**config.mk**
```make
export PLATFORM = sky130hd
export DESIGN_NAME = load_store_unit_flat
export DESIGN_NICKNAME = d
export VERILOG_FILES = /design/src/rtl/lsu_pkg.sv /design/src/rtl/load_store_unit_if.sv /design/src/rtl/lsu_byte_lane.sv /design/src/rtl/load_store_unit.sv /design/src/flat_wrapper.sv
export SDC_FILE = /design/constraint.sdc
export NUM_CORES = 1
export LEC_CHECK = 0
export ABC_AREA = 1
export CORE_AREA = 10 10 136 138
export CTS_CLUSTER_DIAMETER = 150
export CTS_CLUSTER_SIZE = 12
export DETAILED_ROUTE_END_ITERATION = 12
export DIE_AREA = 0 0 146 148
export PLACE_DENSITY = 0.8
export SYNTH_ARGS = -nofsm -noshare
export SYNTH_HDL_FRONTEND = slang
export SYNTH_HIERARCHICAL = 1
export SYNTH_SLANG_ARGS = --single-unit
```
**constraint.sdc**
```tcl
create_clock -name i_lsu_clk -period 2.79 [get_ports i_lsu_clk]
set_input_delay 0.558 -clock i_lsu_clk [delete_from_list [all_inputs] [get_ports i_lsu_clk]]
set_output_delay 0.558 -clock i_lsu_clk [all_outputs]
set_load 0.1 [all_outputs]
```
**src/rtl/lsu_pkg.sv**
```systemverilog
// rtl/lsu_pkg.sv - shared constants, state type and decode helpers for the load/store unit
package lsu_pkg;

   localparam int XLEN_DEFAULT = 32;

   localparam logic [2:0] F3_B  = 3'b000;
   localparam logic [2:0] F3_H  = 3'b001;
   localparam logic [2:0] F3_W  = 3'b010;
   localparam logic [2:0] F3_BU = 3'b100;
   localparam logic [2:0] F3_HU = 3'b101;

   typedef enum logic [2:0] {
      ST_IDLE     = 3'd0,
      ST_LOAD     = 3'd1,
      ST_STORE_RD = 3'd2,
      ST_STORE_WR = 3'd3,
      ST_RESP     = 3'd4
   } lsu_state_t;

   // Stores only come in B/H/W; loads add the unsigned B/H variants.
   function automatic logic f3_illegal(input logic is_store, input logic [2:0] f3);
      logic bad;
      if (is_store) bad = !(f3 inside {F3_B, F3_H, F3_W});
      else          bad = !(f3 inside {F3_B, F3_H, F3_W, F3_BU, F3_HU});
      return bad;
   endfunction

   // funct3[1:0] encodes the access size for every legal funct3.
   function automatic logic addr_misaligned(input logic [2:0] f3, input logic [1:0] off);
      logic bad;
      case (f3[1:0])
         2'b01:   bad = off[0];
         2'b10:   bad = (off != 2'b00);
         default: bad = 1'b0;
      endcase
      return bad;
   endfunction

endpackage

```
**src/rtl/load_store_unit_if.sv**
```systemverilog
// rtl/load_store_unit_if.sv - request, response and data-memory signals of the load/store unit
interface load_store_unit_if
   import lsu_pkg::*;
#(
   parameter int XLEN = XLEN_DEFAULT
);
   logic            i_lsu_req_valid;
   logic            o_lsu_req_ready;
   logic            i_lsu_is_store;
   logic [2:0]      i_lsu_funct3;
   logic [XLEN-1:0] i_lsu_addr;
   logic [XLEN-1:0] i_lsu_wdata;
   logic            o_lsu_rsp_valid;
   logic [XLEN-1:0] o_lsu_rdata;
   logic            o_lsu_misaligned;
   logic [XLEN-1:0] o_lsu_mem_A;
   logic [XLEN-1:0] o_lsu_mem_WD;
   logic            o_lsu_mem_WE;
   logic [XLEN-1:0] i_lsu_mem_RD;

   // Environment view: core request side plus the data memory.
   modport master (
      output i_lsu_req_valid, i_lsu_is_store, i_lsu_funct3, i_lsu_addr, i_lsu_wdata,
      output i_lsu_mem_RD,
      input  o_lsu_req_ready, o_lsu_rsp_valid, o_lsu_rdata, o_lsu_misaligned,
      input  o_lsu_mem_A, o_lsu_mem_WD, o_lsu_mem_WE
   );

   // LSU view.
   modport slave (
      input  i_lsu_req_valid, i_lsu_is_store, i_lsu_funct3, i_lsu_addr, i_lsu_wdata,
      input  i_lsu_mem_RD,
      output o_lsu_req_ready, o_lsu_rsp_valid, o_lsu_rdata, o_lsu_misaligned,
      output o_lsu_mem_A, o_lsu_mem_WD, o_lsu_mem_WE
   );
endinterface

```
**src/rtl/lsu_byte_lane.sv**
```systemverilog
// rtl/lsu_byte_lane.sv - lane extraction with extension for loads, lane merge for sub-word stores
module lsu_byte_lane
   import lsu_pkg::*;
(
   input  logic [2:0]  funct3,
   input  logic [1:0]  off,
   input  logic [31:0] rd,
   input  logic [31:0] wdata,
   output logic [31:0] load_data,
   output logic [31:0] store_word
);
   logic [7:0]  byte_v;
   logic [15:0] half_v;
   logic        sext;

   // funct3[2] set means the unsigned variant; word accesses pass through.
   always_comb begin
      byte_v     = rd[{off, 3'b000} +: 8];
      half_v     = rd[{off[1], 4'b0000} +: 16];
      sext       = ~funct3[2];
      load_data  = rd;
      store_word = rd;
      case (funct3)
         F3_B, F3_BU: begin
            load_data = {{24{sext & byte_v[7]}}, byte_v};
            store_word[{off, 3'b000} +: 8] = wdata[7:0];
         end
         F3_H, F3_HU: begin
            load_data = {{16{sext & half_v[15]}}, half_v};
            store_word[{off[1], 4'b0000} +: 16] = wdata[15:0];
         end
         default: begin
            load_data  = rd;
            store_word = wdata;
         end
      endcase
   end
endmodule

```
**src/rtl/load_store_unit.sv**
```systemverilog
// rtl/load_store_unit.sv - RV32I load/store initiator for a word-only data memory
module load_store_unit
   import lsu_pkg::*;
#(
   parameter int XLEN        = XLEN_DEFAULT,
   parameter bit ALIGN_CHECK = 1'b1
)(
   input  logic              i_lsu_clk,
   input  logic              i_lsu_rst_n,
   load_store_unit_if.slave  bus
);
   lsu_state_t      state_q, state_d;
   logic [XLEN-1:0] addr_q, addr_d;
   logic [XLEN-1:0] wdata_q, wdata_d;
   logic [2:0]      funct3_q, funct3_d;
   logic [XLEN-1:0] wd_q, wd_d;
   logic [XLEN-1:0] rdata_q, rdata_d;
   logic            mis_q, mis_d;
   logic            req_err;
   logic [31:0]     lane_load;
   logic [31:0]     lane_store;

   lsu_byte_lane u_lane (
      .funct3     (funct3_q),
      .off        (addr_q[1:0]),
      .rd         (bus.i_lsu_mem_RD),
      .wdata      (wdata_q),
      .load_data  (lane_load),
      .store_word (lane_store)
   );

   // Handshake, write enable and response are decoded straight from the state so reset clears them at once.
   assign bus.o_lsu_req_ready  = (state_q == ST_IDLE);
   assign bus.o_lsu_mem_WE     = (state_q == ST_STORE_WR);
   assign bus.o_lsu_rsp_valid  = (state_q == ST_RESP);
   assign bus.o_lsu_mem_A      = {addr_q[XLEN-1:2], 2'b00};
   assign bus.o_lsu_mem_WD     = wd_q;
   assign bus.o_lsu_rdata      = rdata_q;
   assign bus.o_lsu_misaligned = mis_q;

   assign req_err = f3_illegal(bus.i_lsu_is_store, bus.i_lsu_funct3) |
                    (ALIGN_CHECK & addr_misaligned(bus.i_lsu_funct3, bus.i_lsu_addr[1:0]));

   // Next-state and next-output decode for the access sequencer.
   always_comb begin
      state_d  = state_q;
      addr_d   = addr_q;
      wdata_d  = wdata_q;
      funct3_d = funct3_q;
      wd_d     = wd_q;
      rdata_d  = rdata_q;
      mis_d    = mis_q;
      case (state_q)
         ST_IDLE: begin
            if (bus.i_lsu_req_valid) begin
               addr_d   = bus.i_lsu_addr;
               wdata_d  = bus.i_lsu_wdata;
               funct3_d = bus.i_lsu_funct3;
               wd_d     = bus.i_lsu_wdata;
               rdata_d  = '0;
               mis_d    = req_err;
               if (req_err)                         state_d = ST_RESP;
               else if (!bus.i_lsu_is_store)        state_d = ST_LOAD;
               else if (bus.i_lsu_funct3 == F3_W)   state_d = ST_STORE_WR;
               else                                 state_d = ST_STORE_RD;
            end
         end
         ST_LOAD: begin
            rdata_d = lane_load;
            state_d = ST_RESP;
         end
         ST_STORE_RD: begin
            wd_d    = lane_store;
            state_d = ST_STORE_WR;
         end
         ST_STORE_WR: state_d = ST_RESP;
         ST_RESP:     state_d = ST_IDLE;
         default:     state_d = ST_IDLE;
      endcase
   end

   // State and all latched request/response registers.
   always_ff @(posedge i_lsu_clk or negedge i_lsu_rst_n) begin
      if (!i_lsu_rst_n) begin
         state_q  <= ST_IDLE;
         addr_q   <= '0;
         wdata_q  <= '0;
         funct3_q <= '0;
         wd_q     <= '0;
         rdata_q  <= '0;
         mis_q    <= 1'b0;
      end else begin
         state_q  <= state_d;
         addr_q   <= addr_d;
         wdata_q  <= wdata_d;
         funct3_q <= funct3_d;
         wd_q     <= wd_d;
         rdata_q  <= rdata_d;
         mis_q    <= mis_d;
      end
   end
endmodule

```
**src/flat_wrapper.sv**
```systemverilog
// flat-port wrapper written by rule: the top's interface ports become plain ports
module load_store_unit_flat import lsu_pkg::*;
#(
   parameter int XLEN        = XLEN_DEFAULT,
   parameter bit ALIGN_CHECK = 1'b1
)
  (i_lsu_clk, i_lsu_rst_n, bus_i_lsu_req_valid, bus_i_lsu_is_store, bus_i_lsu_funct3, bus_i_lsu_addr, bus_i_lsu_wdata, bus_i_lsu_mem_RD, bus_o_lsu_req_ready, bus_o_lsu_rsp_valid, bus_o_lsu_rdata, bus_o_lsu_misaligned, bus_o_lsu_mem_A, bus_o_lsu_mem_WD, bus_o_lsu_mem_WE);
  load_store_unit_if #(.XLEN(XLEN)) bus_i ();
  input  logic i_lsu_clk;
  input  logic i_lsu_rst_n;
  input wire logic [$bits(bus_i.i_lsu_req_valid)-1:0] bus_i_lsu_req_valid;
  input wire logic [$bits(bus_i.i_lsu_is_store)-1:0] bus_i_lsu_is_store;
  input wire logic [$bits(bus_i.i_lsu_funct3)-1:0] bus_i_lsu_funct3;
  input wire logic [$bits(bus_i.i_lsu_addr)-1:0] bus_i_lsu_addr;
  input wire logic [$bits(bus_i.i_lsu_wdata)-1:0] bus_i_lsu_wdata;
  input wire logic [$bits(bus_i.i_lsu_mem_RD)-1:0] bus_i_lsu_mem_RD;
  output wire logic [$bits(bus_i.o_lsu_req_ready)-1:0] bus_o_lsu_req_ready;
  output wire logic [$bits(bus_i.o_lsu_rsp_valid)-1:0] bus_o_lsu_rsp_valid;
  output wire logic [$bits(bus_i.o_lsu_rdata)-1:0] bus_o_lsu_rdata;
  output wire logic [$bits(bus_i.o_lsu_misaligned)-1:0] bus_o_lsu_misaligned;
  output wire logic [$bits(bus_i.o_lsu_mem_A)-1:0] bus_o_lsu_mem_A;
  output wire logic [$bits(bus_i.o_lsu_mem_WD)-1:0] bus_o_lsu_mem_WD;
  output wire logic [$bits(bus_i.o_lsu_mem_WE)-1:0] bus_o_lsu_mem_WE;
  assign bus_i.i_lsu_req_valid = bus_i_lsu_req_valid;
  assign bus_i.i_lsu_is_store = bus_i_lsu_is_store;
  assign bus_i.i_lsu_funct3 = bus_i_lsu_funct3;
  assign bus_i.i_lsu_addr = bus_i_lsu_addr;
  assign bus_i.i_lsu_wdata = bus_i_lsu_wdata;
  assign bus_i.i_lsu_mem_RD = bus_i_lsu_mem_RD;
  assign bus_o_lsu_req_ready = bus_i.o_lsu_req_ready;
  assign bus_o_lsu_rsp_valid = bus_i.o_lsu_rsp_valid;
  assign bus_o_lsu_rdata = bus_i.o_lsu_rdata;
  assign bus_o_lsu_misaligned = bus_i.o_lsu_misaligned;
  assign bus_o_lsu_mem_A = bus_i.o_lsu_mem_A;
  assign bus_o_lsu_mem_WD = bus_i.o_lsu_mem_WD;
  assign bus_o_lsu_mem_WE = bus_i.o_lsu_mem_WE;
  load_store_unit #(.XLEN(XLEN), .ALIGN_CHECK(ALIGN_CHECK)) u_core (.i_lsu_clk(i_lsu_clk), .i_lsu_rst_n(i_lsu_rst_n), .bus(bus_i));
endmodule
```
# [Yosys cells after proc, flatten, opt, wreduce, memory -nomap -nowiden]
# Cells that the tools add are included.
[op_classes] n_eq_ne=14 bitwise=4 add_sub_neg=2 shift=6 n_reduce_logical=16 mux=15
[op_table] op="$pmux 32 s2" count=4
[op_table] op="$bwmux 32" count=2
[op_table] op="$mux 32" count=2
[op_table] op="$shift 16x7->32 const A" count=1
[op_table] op="$shift 8x7->32 const A" count=1
[op_table] op="$shiftx 16x7->32" count=1
[op_table] op="$shiftx 32x6->16" count=1
[op_table] op="$shiftx 32x6->8" count=1
[op_table] op="$shiftx 8x7->32" count=1
[op_table] op="$eq 3x3->1 const B" count=5
[op_table] op="$neg 5->7" count=2
[op_table] op="$eq 3x1->1 const B" count=3
[op_table] op="$eq 3x2->1 const B" count=3
[op_table] op="$logic_not 3->1" count=3
[op_table] op="$mux 3" count=3
[op_table] op="$pmux 3 s3" count=1
[op_table] op="$reduce_and 2->1" count=3
[op_table] op="$reduce_bool 2->1" count=3
[op_table] op="$reduce_or 2->1" count=3
[op_table] op="$reduce_bool 5->1" count=1
[op_table] op="$reduce_bool 3->1" count=1
[op_table] op="$and 1x1->1" count=2
[op_table] op="$eq 2x1->1 const B" count=1
[op_table] op="$eq 2x2->1 const B" count=1
[op_table] op="6 further kinds" count=8
[totals] regBits=135 output_inout_bits=100 input_bits=103 elab_cells=64

# [Logic depth before layout (Yosys ltp)]
# Gate-level depths: netlist of the first run.
[logic_depth] word_depth=8 depth_mapped=12 depth_no_buf=10

# [By module]
# The synthesis of the first run kept the hierarchy.
[modules_own_cells] mod="load_store_unit" area_each_um2=5695.5 cells_per_inst=635 seq_area_each_um2=3378.2 n_inst=1
[modules_own_cells] mod="lsu_byte_lane" area_each_um2=1864.3 cells_per_inst=422 seq_area_each_um2=0.0 n_inst=1

# [Worst setup path before layout of the first run]
# Ideal clock, no wire load.
[synth_timing] kind="register -> output" start="register u_core.state_q[0]" end="output port bus_o_lsu_rsp_valid" path_stages_with_launch=2 required_ns=2.232 t_arrival_ns=2.541 slack_ns=-0.309 path_buffers=0 cell_sequence="dfrtp_1 -> nor3_1"
[synth_between] elab_chain_cells=1
[synth_lines] element="start, declared" line="load_store_unit.sv:12" text="lsu_state_t state_q, state_d;"
[synth_lines] element="start signal, assigned" line="load_store_unit.sv:93" text="state_q <= state_d;"
[synth_lines] element="$eq 3x3->1" line="load_store_unit.sv:35" text="assign bus.o_lsu_rsp_valid = (state_q == ST_RESP);"
[synth_lines] element="end, declared" line="flat_wrapper.sv:18" text="output wire logic [$bits(bus_i.o_lsu_rsp_valid)-1:0] bus_o_lsu_rsp_valid;"
# No other way between the ends.

# [Worst setup path after layout of the first run]
[layout_timing] start="register u_core.funct3_q[0]" end="register u_core.rdata_q[28], in the netlist u_core/bus.o_lsu_rdata[28]"
[layout_between] elab_chain_cells=4 word_cells_on_any_way=8 classes_between="eq/ne (3); mux (2); reduce/logical (3)"
[layout_lines] element="start, declared" line="load_store_unit.sv:15" text="logic [2:0] funct3_q, funct3_d;"
[layout_lines] element="start signal, assigned" line="load_store_unit.sv:96" text="funct3_q <= funct3_d;"
[layout_lines] element="$eq 3x1->1 (tied with other cells)" line="lsu_byte_lane.sv:23" text="case (funct3)"
[layout_lines] element="$reduce_or 2->1" line="lsu_byte_lane.sv:23"
[layout_lines] element="$pmux 32 s2 (*)" line="lsu_byte_lane.sv:23"
[layout_lines] element="named net u_core.lane_load[28]" line="load_store_unit.sv:20" text="logic [31:0] lane_load;"
[layout_lines] element="$pmux 32 s2 (*)" line="load_store_unit.sv:53" text="case (state_q)"
[layout_lines] element="end signal, assigned" line="load_store_unit.sv:98" text="rdata_q <= rdata_d;"
[layout_lines] element="end, declared" line="load_store_unit.sv:17" text="logic [XLEN-1:0] rdata_q, rdata_d;"
# Mark *: on every way through the listed nets, which the timed path passes. The rest lies on a longest branch.
# A chain may end at the register's enable or synchronous reset.

==> results of run 1 <==
-- critical path: stages (launching register included) --
cell	delay, ps
dfrtp_1	470
inv_2	110
nor2_4	330
buf_4	250
nand3_1	450
nand3_1	240
inv_1	60
o21ai_0	180
-- cells in the final DEF (no fill, tap or decap), types with 3 or more instances in the layout --
cell	synthesis	routed
o22ai_1	8	8
nand2_1	468	468
clkinvlp_4	0	3
ha_1	8	8
clkbuf_8	0	3
buf_4	37	112
nor2_1	31	31
clkdlybuf4s50_1	0	101
clkbuf_16	0	17
o21ai_0	54	54
nor2_4	4	4
o21ai_1	6	6
a21oi_1	15	15
nand3_1	132	132
dfrtp_1	135	135
clkinv_4	0	3
and3_1	4	4
inv_2	4	4
nand2_2	5	5
bufinv_16	0	3
inv_1	87	87
-- stage by stage --
stage	area [sq um]	hold slack (ps)
global placement	9170	455
global route	9790	183
finish	9790	139
CTS	9790	149
floorplan	7570	262
detailed placement	9170	460
-- path summary, 6_finish.rpt --
| path | from | endpoint | slack [ps] | cells past startpoint |
|---|---|---|---|---|
| setup / recovery | u_core/funct3_q[0] | u_core/bus.o_lsu_rdata[28] | 580 | 7 |
| hold / removal | i_lsu_rst_n | u_core/bus.o_lsu_mem_WD[3] | 140 | 1 |
| setup reg to reg | u_core/funct3_q[0] | u_core/bus.o_lsu_rdata[28] | 580 | 7 |
| hold reg to reg | u_core/addr_q[18] | u_core/addr_q[18] | 470 | 2 |
| max in group asynchronous | i_lsu_rst_n | u_core/addr_q[1] | 1950 | 2 |
| min in group i_lsu_clk | u_core/addr_q[18] | u_core/addr_q[18] | 470 | 2 |
-- area by class of cell --
| class | instances | area (sq um) | share of cell area (%) |
|---|---|---|---|
| clock inverter | 11 | 149 | 1.52 |
| timing repair buffer | 216 | 1900 | 19.4 |
| sequential | 135 | 3380 | 34.5 |
| antenna | 1 | 2.50 | 0.0256 |
| inverter | 93 | 349 | 3.57 |
| tap | 216 | 270 | 2.76 |
| multi-input combinational | 747 | 3270 | 33.4 |
| clock buffer | 20 | 467 | 4.77 |
-- sequential cells by signal (all words and copies together), names as in the netlist --
register                     flops
u_core/funct3_q                  3
u_core/wdata_q                  32
u_core/bus.o_lsu_misaligned      1
u_core/bus.o_lsu_mem_WD         32
u_core/bus.o_lsu_rdata          32
u_core/addr_q                   32
u_core/state_q                   3
-- routing by layer --
metal	global-route usage, %	routed length [um]	vias to the layer above	part of all wire (%)
li1	-	-	3579	-
met1	26.7	9990	3408	41
met2	35.9	11700	308	48
met3	5.10	1730	57	7.1
met4	10.1	829	0	3.4
met5	0	0	-	0
-- cells by family (layout without fill, tap and decap cells) --
family | after synthesis | after routing | share of synthesized area [%]
compound gates | 86 | 86 | 5.94
simple gates | 651 | 651 | 35.8
fa+ha+maj | 8 | 8 | 1.32
buf+inv | 176 | 340 | 12.2
other cells | 1 | 3 | 0.0496
flops | 135 | 135 | 44.7
==> results.md, run 1 <==
* Status: finished clean
* Vias per cell at 5.11
* DRT antenna net count at 0
* Die Span Y at between 100 and 150 um
* Core ar. at 15,700 sq um
* CP arrival at between 2000 and 3000 ps
* Total gr overflow at 0
* # rows at 46
* First-pass GRT wire length at about 38,000 um
* Avg WL per Cell at roughly 17 um
* GR Util All Layers at between 20% and 30%
* Top-count cell post-synth: nand2_1
* Startpoint types: register
* GP Congestion at around 0.95
* Vias in the first global route at just over 7,000
* Worst-Margin Slew at 1040 ps
* Root Driver: clkbuf_16
* Yosys top cell by area: dfrtp_1
* Hold Path Class: in2async
* Syn-to-layout area delta at 29.5%
* Setup-failing EPs final at 0
* Fmax at around 0.45 GHz
* DRC errors left at 0
* Layout Utilization at between 60% and 70%
* CTS H-tree depth at 4
* CTS tree: built
* Slew headroom at a little under a third
* Fin. max-slew vios at 0
* Final Critical Period at between 2000 and 2500 ps
* Top cell type's share of synthesized area at 44.7%
* Syn_area_per_cell at 7.15 sq um
* WP data required at roughly 3000 ps
* Commonest register cell after synthesis: dfrtp_1
* Fin cells at roughly 1,400
* Post-synth EDFFs at 0
* Vias at approximately 7,400
* Hpwl dp at between 15,000 and 20,000 um
* Top cells by count, synth: 468 x nand2_1, 135 x dfrtp_1, 132 x nand3_1, 87 x inv_1, 54 x o21ai_0
* Initial antenna violation count at 1
* Share of layout cells above drive strength 1 at about 14%
* Post-CTS Setup Bufs at 0
* Mapped Area at approximately 7600 sq um
* Inst Count DP at about 1,400
* CTS Hold Bufs at 0
* Yosys cell types at 30
* Largest net degree at the start of global routing at 68
* Starting Density at 48.1%
* Final Skew at approximately 10 ps
* Die X at 146 um
* Nets at about 1,300
* Register area share after synthesis at between 40 and 50%
* Worst skew pair latency at roughly 430 ps
* RSZ-0062 raised after global routing: no
* Die area at approximately 22,000 sq um
* Ys Warns at 6
* Post-Synthesis Cells at about 1,100
* Synth top area cells: dfrtp_1 45%, nand2_1 23%, nand3_1 8.7%, inv_1 4.3%, buf_4 3.7%
* Crit. End Element: register
* Post-route clock period utilization at 79.1%
* I/O pins at between 200 and 250
* Filler cell count at 1,437
* Fin worst setup slack at between 500 and 600 ps
* Worst-path clk slew at approximately 60 ps
* Final TNS setup at 0 ps
* Clock Sinks at about 140
* DRT iter0 DRCs at 677
* PortBufs at 200
* Pre-CTS worst setup slack at between 400 and 500 ps
* CTS buffer count at 17
* WL final at between 20,000 and 25,000 um
* # resized after CTS at 0
* Fraction of registers with async set/reset at between 90% and 100%
* FF+latch count, synth at 135
* CTS Buffer Depth at 2
* Largest fanout on the critical path at 16
* TritonRoute pass-1 iters at 5
* Critical path class: reg2reg
* MaxCap Viol Count at 0
* Final Hold Viols at 0
Power of run 1 is left out: the tool's default activity adds up to more than one toggle a clock period on the data nets, which glitch-free logic cannot reach.
==> inputs of run 2 (changes only) <==
- clock period: 2.79 -> 2.14 ns (I/O delays scaled with it)
==> run 2 against run 1 <==
  * Clock skew increased by 0.59 ps
  * Fmax up 14%
  * Register-to-register slack got worse by 390 ps
  * Largest cell class unchanged
  * Critical path depth unchanged
  * First-iteration DRC count increased by 7.1%
  * Flip-flop and latch count stayed put
  * Critical path type unchanged
  * Cell count grew 0.56%
  * Sequential share of layout area is 0.46 points lower
==> results.md, run 2 (synthesized netlist as in run 1, its figures left out) <==
* Total gr overflow at 0
* DRT iter0 DRCs at approximately 730
* # rows at 46
* Post-CTS Setup Bufs at 0
* Antenna Cells at 0
* Most frequent cells in the layout: 468 x nand2_1, 135 x dfrtp_1, 132 x nand3_1
* I/O pins at 203
* Vias per cell at a little over 5
* Die X at between 100 and 150 um
* Initial antenna violation count at 0
* Crit. End Element: register
* Final Hold Viols at 0
* Slew headroom at 48.6%
* Nets at 1,329
* Final Critical Period at 1940 ps
* Core ar. at between 15,000 and 20,000 sq um
* Clock Sinks at about 140
* MaxCap Viol Count at 0
* Vias in the first global route at 7,421
* Status: finished clean
* DRC errors left at 0
* Worst skew pair latency at about 430 ps
* WL final at 24,300 um
* RSZ-0062 raised after global routing: no
* PortBufs at 200
* Worst-Margin Slew at about 770 ps
* Worst-path clk slew at 60 ps
* Hold Path Class: reg2reg
* CP max stage delay at roughly 420 ps
* Final Skew at between 10 and 15 ps
* Commonest non-fill, non-tap cell in the layout: nand2_1
* Largest net degree at the start of global routing at between 60 and 70
* GR Util All Layers at ~22%
* Die Span Y at ~150 um
* Die area at 21,600 sq um
* Share of layout cells above drive strength 1 at ~14%
* CTS H-tree depth at 4
* Largest fanout on the critical path at 30
* Post-route clock period utilization at slightly above 90%
* Fin. max-slew vios at 0
* First-pass GRT wire length at ~40,000 um
* GP Congestion at 0.966
* CTS buffer count at 17
* Crit path cell chain: buf_4 > nand2_2 > o21ai_1 > nand2_1 > nand2_1 > nand2_1 > nand3_1
* Root Driver: clkbuf_16
* Starting Density at between 40 and 50%
* CP arrival at ~2300 ps
* CTS Buffer Depth at 2
* TritonRoute pass-1 iters at 5
* WP data required at between 2000 and 3000 ps
* Syn-to-layout area delta at 31.2%
* Hpwl dp at approximately 18,000 um
* Setup-failing EPs final at 0
* Critical path class: reg2reg
* Avg WL per Cell at about 17 um
* Fmax at between 0.5 and 0.6 GHz
* DRT antenna net count at 0
* Most Frequent Cell on Critical Path: nand2_1
* Final TNS setup at 0 ps
* Hold_ws at between 400 and 500 ps
* Crit-path slowest cell: o21ai_1
* Startpoint types: register
* CTS tree: built
* Vias at 7,432
-- run 2: cell count changes in the layout (fill, tap and decap cells not counted) --
cell           change
buf_12             +5
buf_4              +2
clkbuf_8           -1
clkinv_2           -1
diode_2            -1
dlygate4sd3_1      +1
inv_6              +3
nor2_1             -1
nor2_2             +1
-- run 2: worst paths after layout --
check,start,slack (ps),depth (start not counted),endpoint
max in group asynchronous,i_lsu_rst_n,1080,3,u_core/addr_q[24]
setup reg to reg,u_core/addr_q[1],200,7,u_core/bus.o_lsu_mem_WD[4]
min in group asynchronous,i_lsu_rst_n,480,2,u_core/bus.o_lsu_mem_WD[8]
hold / removal,u_core/addr_q[10],470,2,u_core/addr_q[10]
hold reg to reg,u_core/addr_q[10],470,2,u_core/addr_q[10]
setup / recovery,u_core/addr_q[1],200,7,u_core/bus.o_lsu_mem_WD[4]
-- run 2: layer usage --
layer	wire (um)	global-route usage, %
met2	12000	36.9
met4	619	8.01
met3	1900	5.62
met1	9830	27.7
met5	0	0
-- run 2: cell type report --
cell class / instances / area (sq um)
inverter: 93 / 349
fill: 1398 / 5790
sequential: 135 / 3380
tap: 216 / 270
clock inverter: 13 / 170
multi-input combinational: 747 / 3270
timing repair buffer: 224 / 2030
clock buffer: 19 / 453
-- run 2: stage by stage --
stage          utilization [%]  std cells  setup WS [ps]  cell area, sq um
2_1_floorplan                -       1058           41.9              7570
3_3_place_gp              59.1       1414            184              9290
3_5_place_dp              59.1       1414            124              9290
4_1_cts                   63.1       1447            223              9920
5_1_grt                   63.1       1447           68.3              9920
6_report                  63.1       1447            197              9920
-- run 2: what timing repair did --
action,in CTS,in global routing
gates resized for setup,0,0
hold endpoints to repair,36,0
hold buffers,1,0
-- run 2: worst max-delay path: cells and delay by family (launching register included) --
family / cells / cell delay (ps)
buffers and inverters: 1 / 330
and+or+nand+nor: 5 / 780
DFF: 1 / 360
AOI/OAI and AO/OA: 1 / 420
Power of run 2 is left out for the same reason.
